`src/rtl/instr_encoder.sv`:
```
// instr_encoder: packs RV32I field descriptions into 32-bit words, queues
// them in a 2-entry FIFO and writes them to consecutive word addresses of
// the instruction memory under write backpressure.
module instr_encoder #(
  parameter int ADDR_WIDTH = 8,
  parameter int BASE_ADDR  = 0
) (
  input  logic                  clk,
  input  logic                  rst_n,
  input  logic                  restart,
  input  logic                  in_valid,
  output logic                  in_ready,
  input  logic [2:0]            in_fmt,
  input  logic [6:0]            in_opcode,
  input  logic [4:0]            in_rd,
  input  logic [4:0]            in_rs1,
  input  logic [4:0]            in_rs2,
  input  logic [2:0]            in_funct3,
  input  logic [6:0]            in_funct7,
  input  logic [31:0]           in_imm,
  output logic                  im_we,
  input  logic                  im_ready,
  output logic [ADDR_WIDTH-1:0] im_addr,
  output logic [31:0]           im_wdata,
  output logic [15:0]           count,
  output logic                  err
);

  localparam logic [ADDR_WIDTH-1:0] BASE = ADDR_WIDTH'(BASE_ADDR);
  localparam logic [31:0]           NOP  = 32'h0000_0013;

  logic [31:0]           enc_word;
  logic                  enc_err;
  logic [31:0]           mem_q [2];
  logic                  wr_ptr_q, wr_ptr_d;
  logic                  rd_ptr_q, rd_ptr_d;
  logic [1:0]            occ_q, occ_d;
  logic [ADDR_WIDTH-1:0] addr_q, addr_d;
  logic [15:0]           count_q, count_d;
  logic                  err_q, err_d;
  logic                  push, pop;

  // Pack the offered fields into one RV32I word; flag illegal formats and
  // odd branch/jump offsets (bit 0 simply has no slot in B/J words).
  always_comb begin
    enc_word = NOP;
    enc_err  = 1'b0;
    unique case (in_fmt)
      3'b000: enc_word = {in_imm[11:0], in_rs1, in_funct3, in_rd, in_opcode};
      3'b001: enc_word = {in_imm[11:5], in_rs2, in_rs1, in_funct3, in_imm[4:0], in_opcode};
      3'b010: begin
        enc_word = {in_imm[12], in_imm[10:5], in_rs2, in_rs1, in_funct3,
                    in_imm[4:1], in_imm[11], in_opcode};
        enc_err  = in_imm[0];
      end
      3'b011: enc_word = {in_imm[31:12], in_rd, in_opcode};
      3'b100: begin
        enc_word = {in_imm[20], in_imm[10:1], in_imm[11], in_imm[19:12], in_rd, in_opcode};
        enc_err  = in_imm[0];
      end
      3'b101: enc_word = {in_funct7, in_rs2, in_rs1, in_funct3, in_rd, in_opcode};
      default: begin
        enc_word = NOP;
        enc_err  = 1'b1;
      end
    endcase
  end

  // Full FIFO blocks input even if the head drains this cycle (no bypass).
  assign in_ready = (occ_q != 2'd2) && !restart;
  assign im_we    = (occ_q != 2'd0);
  assign push     = in_valid && in_ready;
  assign pop      = im_we && im_ready;

  // Next-state for pointers, occupancy, write address, count and err;
  // restart overrides every other update.
  always_comb begin
    wr_ptr_d = wr_ptr_q;
    rd_ptr_d = rd_ptr_q;
    occ_d    = occ_q;
    addr_d   = addr_q;
    count_d  = count_q;
    err_d    = err_q;
    if (restart) begin
      wr_ptr_d = 1'b0;
      rd_ptr_d = 1'b0;
      occ_d    = 2'd0;
      addr_d   = BASE;
      count_d  = 16'd0;
      err_d    = 1'b0;
    end else begin
      if (push) begin
        wr_ptr_d = ~wr_ptr_q;
        err_d    = err_q | enc_err;
      end
      if (pop) begin
        rd_ptr_d = ~rd_ptr_q;
        addr_d   = addr_q + ADDR_WIDTH'(4);
        count_d  = (count_q == 16'hFFFF) ? count_q : count_q + 16'd1;
      end
      if (push && !pop)      occ_d = occ_q + 2'd1;
      else if (pop && !push) occ_d = occ_q - 2'd1;
    end
  end

  // State registers with asynchronous active-low reset.
  always_ff @(posedge clk or negedge rst_n) begin
    if (!rst_n) begin
      wr_ptr_q <= 1'b0;
      rd_ptr_q <= 1'b0;
      occ_q    <= 2'd0;
      addr_q   <= BASE;
      count_q  <= 16'd0;
      err_q    <= 1'b0;
    end else begin
      wr_ptr_q <= wr_ptr_d;
      rd_ptr_q <= rd_ptr_d;
      occ_q    <= occ_d;
      addr_q   <= addr_d;
      count_q  <= count_d;
      err_q    <= err_d;
    end
  end

  // FIFO storage; cleared by reset so im_wdata reads 0 out of reset.
  always_ff @(posedge clk or negedge rst_n) begin
    if (!rst_n) begin
      mem_q[0] <= 32'd0;
      mem_q[1] <= 32'd0;
    end else if (push) begin
      mem_q[wr_ptr_q] <= enc_word;
    end
  end

  assign im_addr  = addr_q;
  assign im_wdata = mem_q[rd_ptr_q];
  assign count    = count_q;
  assign err      = err_q;

endmodule

```
`config.mk`:
```
export PLATFORM = sky130hd
export DESIGN_NAME = instr_encoder
export DESIGN_NICKNAME = d
export VERILOG_FILES = /design/src/rtl/instr_encoder.sv
export SDC_FILE = /design/constraint.sdc
export NUM_CORES = 1
export LEC_CHECK = 0
export ABC_AREA = 1
export CAP_MARGIN = 20
export CORE_AREA = 2 2 113 93
export CTS_CLUSTER_SIZE = 25
export DETAILED_ROUTE_END_ITERATION = 16
export DIE_AREA = 0 0 115 95
export PLACE_DENSITY = 0.85
export SLEW_MARGIN = 20
export SYNTH_ARGS = -nofsm -noshare
export SYNTH_HDL_FRONTEND = slang
export SYNTH_SLANG_ARGS = --single-unit
```
`constraint.sdc`:
```
create_clock -name clk -period 3.65 [get_ports clk]
set_input_delay 0.73 -clock clk [delete_from_list [all_inputs] [get_ports clk]]
set_output_delay 0.73 -clock clk [all_outputs]
set_load 0.01 [all_outputs]
```
# Yosys cells after proc, flatten, opt, wreduce, memory -nomap -nowiden

Cells that the tools add are included.
Widths: inputs -> output; s select.

Add/subtract/negate cells: 4
Order comparisons: 3
Equality and inequality tests: 8
Mux-type cells: 22
Bitwise logic cells: 5
Reduce and logical (&&, ||, !) cells: 17

Operators with widths:

| operator              | count |
|---|---|
| $pmux 32 s6           | 1 |
| $mux 32               | 4 |
| $bwmux 64             | 1 |
| $mux 16               | 3 |
| $demux 32 s1          | 1 |
| $add 16x1->16 const B | 1 |
| $eq 16x16->1 const B  | 1 |
| $mux 8                | 2 |
| $add 8x3->8 const B   | 1 |
| $eq 3x2->1 const B    | 2 |
| $eq 3x3->1 const B    | 2 |
| $logic_and 1x1->1     | 6 |
| $mux 1                | 6 |
| $mux 2                | 3 |
| $reduce_bool 2->1     | 3 |
| $ge 2x2->1 const B    | 2 |
| $ne 2x2->1 const B    | 2 |
| $not 1->2             | 2 |
| $reduce_or 4->1       | 1 |
| $eq 3x1->1 const B    | 1 |
| $logic_not 1->1       | 3 |
| $logic_not 3->1       | 1 |
| $reduce_bool 3->1     | 1 |
| $add 2x1->2 const B   | 1 |
| 7 further kinds       | 8 |

Bits in registers: 93
Output and inout bits: 59
Word-level logic and storage cells: 67

# Longest topological paths before layout

Word-level depth: 8
Mapped depth: 10

# Worst setup path before layout

Ideal clock, no wire load.

Path type: input -> output
Start: input restart
End: output in_ready
Arrival: 1063 ps
Path slack: 1857 ps
Stages: 2
Path buffers: 1
Cell sequence: buf_2 -> nor2_1

Word-level cells in the longest chain between the ends: 2

RTL lines:

| element           | RTL line | RTL |
|---|---|---|
| from (decl)       | 10       | `input logic restart,` |
| $logic_not 1->1   | 70       | `assign in_ready = (occ_q != 2'd2) && !restart;` |
| $logic_and 1x1->1 | 70       |  |
| to (decl)         | 12       | `output logic in_ready,` |

Every way passes these cells.

# Worst setup path after layout

Same ends and word-level chain as after synthesis.

==> metrics.md <==
| Metric | Value |
|---|---|
| Antenna Nets Post-Route | 0 |
| CP Class | input pin to output pin |
| Worst hold path type | register to register |
| Vias per cell | 5.314 |
| DIE WIDTH | approximately 120 um |
| Leakage | 3.239 nW |
| Slew margin rel. | 37.92% |
| Post-CTS Setup Inserts | 0 |
| CP endpoint kind | output pin |
| Row cnt | 33 |
| Worst path arrival time | 2280 ps |
| Drt pass-1 iters | 5 |
| Total Nets Final | 898 |
| Top-count cell post-synth | nand2_1 |
| Final Hold Fails | 0 |
| Largest net degree at the start of global routing | 75 |
| Initial core utilization | 51.41% |
| GR Overflow Total | 0 |
| Post-synth top area share | 44.70% |
| Switching share of power | 33.19% |
| Worst path most repeated cell | clkdlybuf4s50_1 |
| Die H | around 95 um |
| Number of flops mapped to enable cells by yosys | 0 |
| First-pass GRT wire length | about 23 mm |
| Final setup violation count | 0 |
| Worst path bufs/invs | 2 |
| IO Port Bufs | ~130 |
| Post-synth top area cell | dfrtp_1 |
| Outcome | complete, no violations |
| Final setup skew | 5.733 ps |
| Initial antenna violation count | 0 |
| Global Route Usage Sum | between 20% and 30% |
| Fillcell total | slightly below 800 |
| Crit path cell chain | clkdlybuf4s50_1, nor2_1, clkdlybuf4s50_1 |
| RSZ-0062 raised after global routing | no |
| Period minus WS final | roughly 3000 ps |
| Slowest stage delay, CP | 690 ps |
| Reg area | 2278 um^2 |
| Fin crit share | 82.46% |
| Post-Syn Area | between 5000 and 6000 um^2 |
| DPL Wire Length | 9.651 mm |
| Flop pwr share | between 30% and 40% |
| Routed length per instance | roughly 15 um |
| Area of the multi-input gates | 2365 um^2 |
| DIE AREA | around 11000 um^2 |
| Worst hold slack | ~470 ps |
| PD cells | approximately 600 nW/um^2 |
| Max_cap viols | 0 |
| Synth top area cells | dfrtp_1 45%, nand2_1 22%, o21ai_0 6.8% |
| Slowest cell on the critical path | clkdlybuf4s50_1 |
| H-tree levels | 3 |
| Slew @ Worst Pin | 931.3 ps |
| Total detailed-routing wirelength | 13.83 mm |
| Via count | 5054 |
| Worst VDD drop | 0.0002627 V |
| Max Slew Vio Count | 0 |
| Syn Area/Cell | 7.166 um^2 |
| Cell count after placement | just over 900 |
| Initial drt markers | 397 |
| CTS tree | built |
| Synth cell count leaders | 296 x nand2_1, 91 x dfrtp_1, 69 x o21ai_0 |
| Cts repair resizes | 0 |
| Distinct cells, synth | 35 |
| Area Overhead vs Synth | 32.34% |
| DRC errors left | 0 |
| Max Root-Sink Buffers | 2 |
| Total clock buffers created by CTS | 9 |
| Post-Syn Instances | 711 |
| Hold Buf Count CTS | 0 |
| CTS clk-pin slew, worst paths | 60 ps |
| Worst path required time | between 2000 and 3000 ps |
| Non-Filler Instances | approximately 950 |
| FFs w/ async S/R, synth | 100.0% |
| Main synth FF type | dfrtp_1 |
| Core ar. | just under 10000 um^2 |
| Number of I/O pins | ~130 |
| Clock share of power | 26.6% |
| Clk sink count | 91 |
| Vias in the first global route | 4878 |
| Achievable frequency | roughly 0.33 GHz |
| Startpoint Class | input pin |
| Clock tree root buffer cell | clkbuf_16 |
| Placer Congestion | 0.8955 |
| CP top delay family | buffers and inverters |
| Crit Path Max Fanout | 12 |
| Post-synthesis register bit count | between 90 and 100 |
| Sequential area share after synthesis | 44.70% |
| TNS Setup | 0 ps |
| Layout cell share with drive strength beyond 1 | 7.479% |
| Synth warn | 0 |
| Internal Power | about 2.7 mW |
| Worst-skew pair later-pin latency | 340 ps |
| Switching power | 1.345 mW |
| Combinational power share | 35.0% |
| ANT cells | 0 |
[metrics by stage]
stage | cell area (um^2) | total power, mW | utilization [%] | worst slack (ps)
after floorplan | 5099 | 2.285 | - | 1857
after global placement | 6399 | 2.916 | 64.57 | 690.9
after detailed placement | 6399 | 2.971 | 64.57 | 584.3
after CTS | 6743 | 4.060 | 68.04 | 676.9
after global routing | 6743 | 4.303 | 68.04 | 571.5
final | 6743 | 4.053 | 68.04 | 640.3
[final timing paths]
| kind | start | to | slack [ps] | cells past startpoint |
|---|---|---|---|---|
| hold reg to reg | mem_q[4]$_DFFE_PN0P_ | mem_q[4]$_DFFE_PN0P_ | 470 | 2 |
| max in group asynchronous | rst_n | mem_q[2]$_DFFE_PN0P_ | 2390 | 2 |
| setup / recovery | restart | in_ready | 640 | 3 |
| setup reg to reg | occ_q[1]$_DFFE_PN0P_ | mem_q[13]$_DFFE_PN0P_ | 1610 | 9 |
| min in group asynchronous | rst_n | count[15]$_DFFE_PN0P_ | 520 | 1 |
| hold / removal | mem_q[4]$_DFFE_PN0P_ | mem_q[4]$_DFFE_PN0P_ | 470 | 2 |
[tightest hold or removal path, cell delays in order, from the launching register on]
cell,delay [ps]
dfrtp_1,340
nand2_1,60
nand2_1,50
[power groups by stage]
stage | Clock (mW) | Sequential, mW | Combinational, mW
after floorplan | 0 | 1.50 | 0.782
after global placement | 0 | 1.54 | 1.37
after detailed placement | 0 | 1.56 | 1.41
after CTS | 1.08 | 1.55 | 1.43
after global routing | 1.13 | 1.59 | 1.58
final | 1.08 | 1.56 | 1.42
[placed cells by master, fill, tap and decap left out, types with 4 or more instances in the layout]
master             n
o21bai_1           4
xor2_1             5
nand4_1           13
inv_1             63
dfrtp_1           90
nand3_1           32
buf_4              5
a21oi_1            7
clkbuf_16          9
inv_2              9
nand2_1          296
o21ai_0           69
nor3_1             4
nor2_1            37
nand2_2            8
o21ai_1            8
o21ai_2           11
clkdlybuf4s50_1  127
[kinds of logic (layout without fill, tap and decap cells)]
family / Yosys count / in the layout / share of synthesized area [%]
AO/OA/AOI/OAI: 102 / 102 / 11.12
other: 1 / 2 / 0.07360
flip-flops: 91 / 91 / 44.70
XOR/XNOR: 6 / 6 / 1.031
AND/OR/NAND/NOR: 404 / 404 / 33.47
buffers and inverters: 105 / 222 / 9.111
adder cells (fa/ha/maj): 2 / 2 / 0.4911
[state kept, by name, summed over array words and instances (netlist names)]
signal	cells
mem_q	64
count	16
im_addr	6
occ_q	2
err	1
rd_ptr_q	1
wr_ptr_q	1
[layer usage]
metal	up-vias	wire (um)	global-route usage, %
met3	39	1081	5.071
met2	225	6429	42.84
li1	2457	-	-
met5	-	0	0
met4	0	336	10.14
met1	2333	5985	35.79
[layout make-up]
| cell class | count | area share, % |
|---|---|---|
| Tap cell | 122 | 2.264 |
| Sequential cell | 91 | 33.79 |
| Multi-Input combinational cell | 516 | 35.07 |
| Timing Repair Buffer | 133 | 19.71 |
| Clock inverter | 4 | 1.447 |
| Clock buffer | 12 | 3.656 |
| Inverter | 73 | 4.064 |
Note: power is estimated with default switching activity, not from simulation.
